==> src/rtl/fifo_uart_tx_pkg.sv <==
// Shared definitions for the FIFO-fed 8N1 UART transmitter.
package fifo_uart_tx_pkg;

    typedef enum logic [2:0] {
        IDLE  = 3'd0,
        FETCH = 3'd1,
        START = 3'd2,
        DATA  = 3'd3,
        STOP  = 3'd4
    } state_t;

    // 100 MHz system clock at 115200 baud.
    localparam int DEFAULT_CLKS_PER_BIT = 868;
    localparam int DEFAULT_CNT_WIDTH    = 10;

endpackage

==> src/rtl/fifo_uart_tx_if.sv <==
// Pop handshake between the byte FIFO head and its UART transmitter consumer.
interface fifo_uart_tx_if #(
    parameter int DATA_WIDTH = 8
);
    logic [DATA_WIDTH-1:0] fifo_data;
    logic                  fifo_empty;
    logic                  fifo_busy;
    logic                  fifo_pop;

    // Transmitter side: samples the head and flags, issues the pop.
    modport master (
        input  fifo_data,
        input  fifo_empty,
        input  fifo_busy,
        output fifo_pop
    );

    // FIFO side: presents the head and flags, receives the pop.
    modport slave (
        output fifo_data,
        output fifo_empty,
        output fifo_busy,
        input  fifo_pop
    );
endinterface

==> src/rtl/fifo_uart_tx_baud_tick.sv <==
// Free-running bit-period counter with synchronous clear; tick marks the last cycle of a bit.
module uart_baud_tick
    import fifo_uart_tx_pkg::*;
#(
    parameter int CLKS_PER_BIT = DEFAULT_CLKS_PER_BIT,
    parameter int CNT_WIDTH    = DEFAULT_CNT_WIDTH
) (
    input  logic clock,
    input  logic reset_n,
    input  logic i_clear,
    output logic o_tick
);
    localparam logic [CNT_WIDTH-1:0] LAST_COUNT = CNT_WIDTH'(CLKS_PER_BIT - 1);

    logic [CNT_WIDTH-1:0] r_count;

    assign o_tick = (r_count == LAST_COUNT);

    // Count up, wrapping to zero on the tick or on an explicit clear.
    always_ff @(posedge clock or negedge reset_n) begin
        if (!reset_n) begin
            r_count <= {CNT_WIDTH{1'b0}};
        end else if (i_clear || o_tick) begin
            r_count <= {CNT_WIDTH{1'b0}};
        end else begin
            r_count <= r_count + CNT_WIDTH'(1);
        end
    end

endmodule

==> src/rtl/fifo_uart_tx.sv <==
// Pops bytes from the FIFO head and sends each as an 8N1 UART frame, LSB first.
module fifo_uart_tx
    import fifo_uart_tx_pkg::*;
#(
    parameter int DATA_WIDTH   = 8,
    parameter int CLKS_PER_BIT = DEFAULT_CLKS_PER_BIT,
    parameter int CNT_WIDTH    = DEFAULT_CNT_WIDTH
) (
    input  logic                 clock,
    input  logic                 reset_n,
    input  logic                 tx_enable,
    fifo_uart_tx_if.master       fifo,
    output logic                 tx,
    output logic                 tx_active,
    output logic [15:0]          frames_sent
);
    localparam int IDX_W = (DATA_WIDTH > 1) ? $clog2(DATA_WIDTH) : 1;
    localparam logic [IDX_W-1:0] LAST_BIT = IDX_W'(DATA_WIDTH - 1);

    state_t                r_state;
    logic [DATA_WIDTH-1:0] r_shift;
    logic [IDX_W-1:0]      r_bit_idx;
    logic                  r_tx;
    logic                  r_pop;
    logic                  r_active;
    logic [15:0]           r_frames_sent;
    logic                  w_tick;
    logic                  w_clear;
    logic [DATA_WIDTH-1:0] w_shift_next;

    // Hold the bit counter at zero until START so the start bit gets a full period.
    assign w_clear      = (r_state == IDLE) || (r_state == FETCH);
    assign w_shift_next = r_shift >> 1;

    uart_baud_tick #(
        .CLKS_PER_BIT (CLKS_PER_BIT),
        .CNT_WIDTH    (CNT_WIDTH)
    ) u_baud_tick (
        .clock   (clock),
        .reset_n (reset_n),
        .i_clear (w_clear),
        .o_tick  (w_tick)
    );

    // Frame sequencer; every output is registered alongside the state.
    always_ff @(posedge clock or negedge reset_n) begin
        if (!reset_n) begin
            r_state       <= IDLE;
            r_shift       <= {DATA_WIDTH{1'b0}};
            r_bit_idx     <= {IDX_W{1'b0}};
            r_tx          <= 1'b1;
            r_pop         <= 1'b0;
            r_active      <= 1'b0;
            r_frames_sent <= 16'd0;
        end else begin
            case (r_state)
                IDLE: begin
                    r_tx <= 1'b1;
                    if (tx_enable && !fifo.fifo_empty && !fifo.fifo_busy) begin
                        r_state  <= FETCH;
                        r_pop    <= 1'b1;
                        r_active <= 1'b1;
                    end else begin
                        r_pop    <= 1'b0;
                        r_active <= 1'b0;
                    end
                end
                // The head is still valid here: the FIFO advances one cycle after sampling pop.
                FETCH: begin
                    r_shift  <= fifo.fifo_data;
                    r_pop    <= 1'b0;
                    r_tx     <= 1'b0;
                    r_active <= 1'b1;
                    r_state  <= START;
                end
                START: begin
                    if (w_tick) begin
                        r_bit_idx <= {IDX_W{1'b0}};
                        r_tx      <= r_shift[0];
                        r_state   <= DATA;
                    end
                end
                DATA: begin
                    if (w_tick) begin
                        r_shift <= w_shift_next;
                        if (r_bit_idx == LAST_BIT) begin
                            r_tx    <= 1'b1;
                            r_state <= STOP;
                        end else begin
                            r_bit_idx <= r_bit_idx + IDX_W'(1);
                            r_tx      <= w_shift_next[0];
                        end
                    end
                end
                STOP: begin
                    if (w_tick) begin
                        r_frames_sent <= r_frames_sent + 16'd1;
                        r_active      <= 1'b0;
                        r_state       <= IDLE;
                    end
                end
                default: begin
                    r_state  <= IDLE;
                    r_tx     <= 1'b1;
                    r_pop    <= 1'b0;
                    r_active <= 1'b0;
                end
            endcase
        end
    end

    assign fifo.fifo_pop = r_pop;
    assign tx            = r_tx;
    assign tx_active     = r_active;
    assign frames_sent   = r_frames_sent;

endmodule

==> src/flat_wrapper.sv <==
// flat-port wrapper written by rule: the top's interface ports become plain ports
module fifo_uart_tx_flat import fifo_uart_tx_pkg::*;
#(
    parameter int DATA_WIDTH   = 8,
    parameter int CLKS_PER_BIT = DEFAULT_CLKS_PER_BIT,
    parameter int CNT_WIDTH    = DEFAULT_CNT_WIDTH
)
  (clock, reset_n, tx_enable, tx, tx_active, frames_sent, fifo_fifo_data, fifo_fifo_empty, fifo_fifo_busy, fifo_fifo_pop);
  fifo_uart_tx_if #(.DATA_WIDTH(DATA_WIDTH)) fifo_i ();
  input  logic clock;
  input  logic reset_n;
  input  logic tx_enable;
  output logic tx;
  output logic tx_active;
  output logic [15:0] frames_sent;
  input wire logic [$bits(fifo_i.fifo_data)-1:0] fifo_fifo_data;
  input wire logic [$bits(fifo_i.fifo_empty)-1:0] fifo_fifo_empty;
  input wire logic [$bits(fifo_i.fifo_busy)-1:0] fifo_fifo_busy;
  output wire logic [$bits(fifo_i.fifo_pop)-1:0] fifo_fifo_pop;
  assign fifo_i.fifo_data = fifo_fifo_data;
  assign fifo_i.fifo_empty = fifo_fifo_empty;
  assign fifo_i.fifo_busy = fifo_fifo_busy;
  assign fifo_fifo_pop = fifo_i.fifo_pop;
  fifo_uart_tx #(.DATA_WIDTH(DATA_WIDTH), .CLKS_PER_BIT(CLKS_PER_BIT), .CNT_WIDTH(CNT_WIDTH)) u_core (.clock(clock), .reset_n(reset_n), .tx_enable(tx_enable), .fifo(fifo_i), .tx(tx), .tx_active(tx_active), .frames_sent(frames_sent));
endmodule
==> config.mk <==
export PLATFORM = sky130hd
export DESIGN_NAME = fifo_uart_tx_flat
export DESIGN_NICKNAME = d
export VERILOG_FILES = /design/src/rtl/fifo_uart_tx_pkg.sv /design/src/rtl/fifo_uart_tx_if.sv /design/src/rtl/fifo_uart_tx_baud_tick.sv /design/src/rtl/fifo_uart_tx.sv /design/src/flat_wrapper.sv
export SDC_FILE = /design/constraint.sdc
export NUM_CORES = 1
export LEC_CHECK = 0
export CAP_MARGIN = 25
export CELL_PAD_IN_SITES_DETAIL_PLACEMENT = 1
export CELL_PAD_IN_SITES_GLOBAL_PLACEMENT = 1
export CORE_MARGIN = 3
export CORE_UTILIZATION = 42
export CTS_BUF_LIST = sky130_fd_sc_hd__clkbuf_8
export DETAILED_ROUTE_END_ITERATION = 16
export DONT_BUFFER_PORTS = 1
export PLACE_DENSITY_LB_ADDON = 0.08
export SLEW_MARGIN = 0
export SYNTH_ARGS = -nofsm -noshare
export SYNTH_HDL_FRONTEND = slang
export SYNTH_HIERARCHICAL = 1
export SYNTH_SLANG_ARGS = --single-unit
==> constraint.sdc <==
create_clock -name clock -period 3.6 [get_ports clock]
set_input_delay 0.54 -clock clock [delete_from_list [all_inputs] [get_ports clock]]
set_output_delay 0.54 -clock clock [all_outputs]
set_load 0.02 [all_outputs]
==> impl_metrics.py <==
metrics = {
    "timing": {
        "drv_slew": 0,
        "finalClockSkew_ns": 0.00736,
        "setup_violations": 0,
        "setup_tns_ns": 0,
        "finalCritPeriodShare_pct": 78.9,
        "tightest_slew_ns": 0.669,
        "max_freq_ghz": 0.352,
        "slew-limit-headroom_pct": 55.1,
        "rsz0062_at_grt": "no",
        "period_needed_ns": 2.84,
        "finalHoldViolations": 0,
    },
    "global_routing": {
        "grt_pass1_wl_mm": 7.50,
        "globalRoute.totalOverflow": 0,
        "antenna_found_initial": 0,
        "first_global_vias": 1489,
        "grt_usage_pct": 15.9,
        "grt_max_degree": 43,
    },
    "die": {
        "die_h_um": 76.2,
        "core_area_um2": 4560,
        "die_w_um": 76.2,
        "initial_utilization_pct": 45.3,
        "row_count": 24,
        "io_pins": 32,
        "dieArea_um2": 5800,
    },
    "worst_hold_path": {
        "hold_path_class": "in2async",
    },
    "synthesis": {
        "synthTopCellsByArea": "dfrtp_1 (51%), xnor2_1 (5.5%), mux2i_1 (3.4%)",
        "ys_ff_latch": 43,
        "syn-num-nets": 207,
        "synth.most_common_cell": "dfrtp_1",
        "synth_common_cells": "dfrtp_1 (42), nand2_1 (18), nor2_1 (14)",
        "ys.flop_type": "dfrtp_1",
        "syn_inst": 190,
        "synth.distinct_cells": 46,
        "yosys.area.top_type_share_pct": 50.8,
        "synth_area_um2": 2070,
        "yosysWarnings": 6,
        "synth_top_cell_by_area": "dfrtp_1",
        "seq_area_frac_synth_pct": 52.1,
        "synthArstFlopShare_pct": 100,
        "synth_enable_flop_cells": 0,
        "synth.avg_cell_area_um2": 10.9,
    },
    "place": {
        "place_hpwl_mm": 3.03,
        "gp_congestion": 0.748,
        "port_buffers": 0,
    },
    "setup_path": {
        "cp-end-kind": "flip-flop",
        "worstPathArrival_ns": 3.01,
        "start_kind": "flip-flop",
        "cp.required_ns": 3.77,
        "crit_fanout": 9,
        "criticalPathCategory": "reg2reg",
    },
    "power": {
        "p_leak_nw": 1.00,
        "peakVddDrop_uv": 322,
        "fin_total_pwr_mw": 1.30,
        "power_density_nw_per_um2": 578,
    },
    "status": {
        "outcome": "complete, no violations",
    },
    "routing": {
        "first_pass_iters": 4,
        "drt_iter0_drc": 64,
        "ant_nets": 0,
        "vias_per_cell": 5.44,
        "wirelength_mm": 4.23,
        "drc": 0,
        "wl_per_cell_um": 16.3,
        "vias": 1414,
    },
    "cts": {
        "clock-sinks": 43,
        "cts_made_buffers": 5,
        "clockBufferDepth": 2,
        "root_buffer": "clkbuf_8",
        "htree_num_levels": 2,
        "clock_latency_ns": 0.30,
        "cts.clk_slew.worst_paths_ns": 0.08,
        "cts_tree": "built",
    },
    "cells_and_area": {
        "n_antenna_cell": 0,
        "areaGrowthSynthToFinish_pct": 8.35,
        "drive_above_1_share_pct": 10.8,
        "nFillCells": 505,
        "fin_nets": 211,
    },
    "run": {
        "cap_violations": 0,
    },
}
## worst paths after layout
kind                       slack [ns]  cells past startpoint                                     from                                  to
max                              0.76                      6  u_core/u_baud_tick/r_count[3]$_DFF_PN0_  u_core/frames_sent[15]$_DFFE_PN0P_
min                              0.07                      1                                  reset_n       u_core/r_shift[5]$_DFFE_PN0P_
max reg2reg                      0.76                      6  u_core/u_baud_tick/r_count[3]$_DFF_PN0_  u_core/frames_sent[15]$_DFFE_PN0P_
min reg2reg                      0.49                      2            u_core/r_shift[2]$_DFFE_PN0P_       u_core/r_shift[2]$_DFFE_PN0P_
max in group asynchronous        3.31                      1                                  reset_n  u_core/frames_sent[14]$_DFFE_PN0P_
min in group clock               0.41                      1                        fifo_fifo_data[7]       u_core/r_shift[7]$_DFFE_PN0P_
## cells in the final DEF (no fill, tap or decap), drive strengths merged, types with 4 or more instances in the layout
cell    count
dfrtp      42
nand3       9
clkbuf      7
nor3        4
nor2       14
o21ai      13
ha          4
xor2        5
inv         6
a21oi       8
nand4       6
xnor2      13
nand2      19
mux2i       7
## cell families after synthesis
kind of cell | after synthesis | share of synthesized area, %
compound gates | 32 | 10.1
mux | 10 | 5.02
buf+inv | 9 | 2.30
simple gates | 74 | 20.1
flops | 43 | 52.1
fa+ha+maj | 4 | 2.42
xor+xnor | 18 | 7.99
## final cells by class
cell class                      count  area (µm²)  share of cell area [%]
Sequential cell                    43        1080                    48.1
Multi-Input combinational cell    138         943                    42.1
Clock buffer                        7        96.3                    4.30
Tap cell                           65        81.3                    3.63
Timing Repair Buffer                1        20.0                   0.893
Inverter                            5        18.8                   0.838
Clock inverter                      1        3.75                   0.168
## repair_timing
item                                   CTS  global route
setup endpoints to repair                0             0
endpoints found under the hold margin   42             0
setup buffers                            0             0
gates resized for setup                  0             0
hold buffers                             1             0
## where the power goes
group | leakage, nW | internal [mW] | switching, mW | total, mW
combinational | 0.386 | 0.114 | 0.137 | 0.250
sequential | 0.558 | 0.591 | 0.123 | 0.713
clock | 0.0557 | 0.172 | 0.159 | 0.331
total | 1.00 | 0.877 | 0.418 | 1.30
## critical path: stages (launching register included)
cell and delay, ns:
dfrtp_1 0.42, or4_4 0.58, nor3_1 0.58, and4bb_1 0.53
and4_4 0.32, nand4_1 0.14, xnor2_1 0.16
## metrics by stage
stage / std cells / hold WS (ns) / worst slack, ns / instance area (µm²) / utilization [%]
2_1_floorplan: 190 / 0.244 / 1.28 / 2070 / -
3_3_place_gp: 251 / 0.245 / 0.926 / 2120 / 46.5
3_5_place_dp: 251 / 0.246 / 0.788 / 2120 / 46.5
4_1_cts: 260 / 0.0716 / 0.761 / 2240 / 49.1
5_1_grt: 260 / 0.0589 / 0.572 / 2240 / 49.1
6_report: 260 / 0.0732 / 0.759 / 2240 / 49.1
## per-layer routing
metal | share of wire [%] | wire length (µm) | GRT usage, % | up-vias
met4 | 1.1 | 46 | 4.89 | 0
met2 | 50 | 2110 | 26.2 | 21
li1 | - | - | - | 679
met5 | 0 | 0 | 0 | -
met1 | 45 | 1890 | 19.8 | 709
met3 | 4.2 | 179 | 5.56 | 5
## sequential cells by signal, indices dropped and copies added (netlist names)
register                    flops
u_core/r_bit_idx                3
u_core/frames_sent             16
u_core/u_baud_tick/r_count     10
u_core/r_shift                  8
u_core/r_state                  3
u_core/tx_active                1
u_core/fifo.fifo_pop            1
u_core/tx                       1
(Power assumes the default switching activity.)
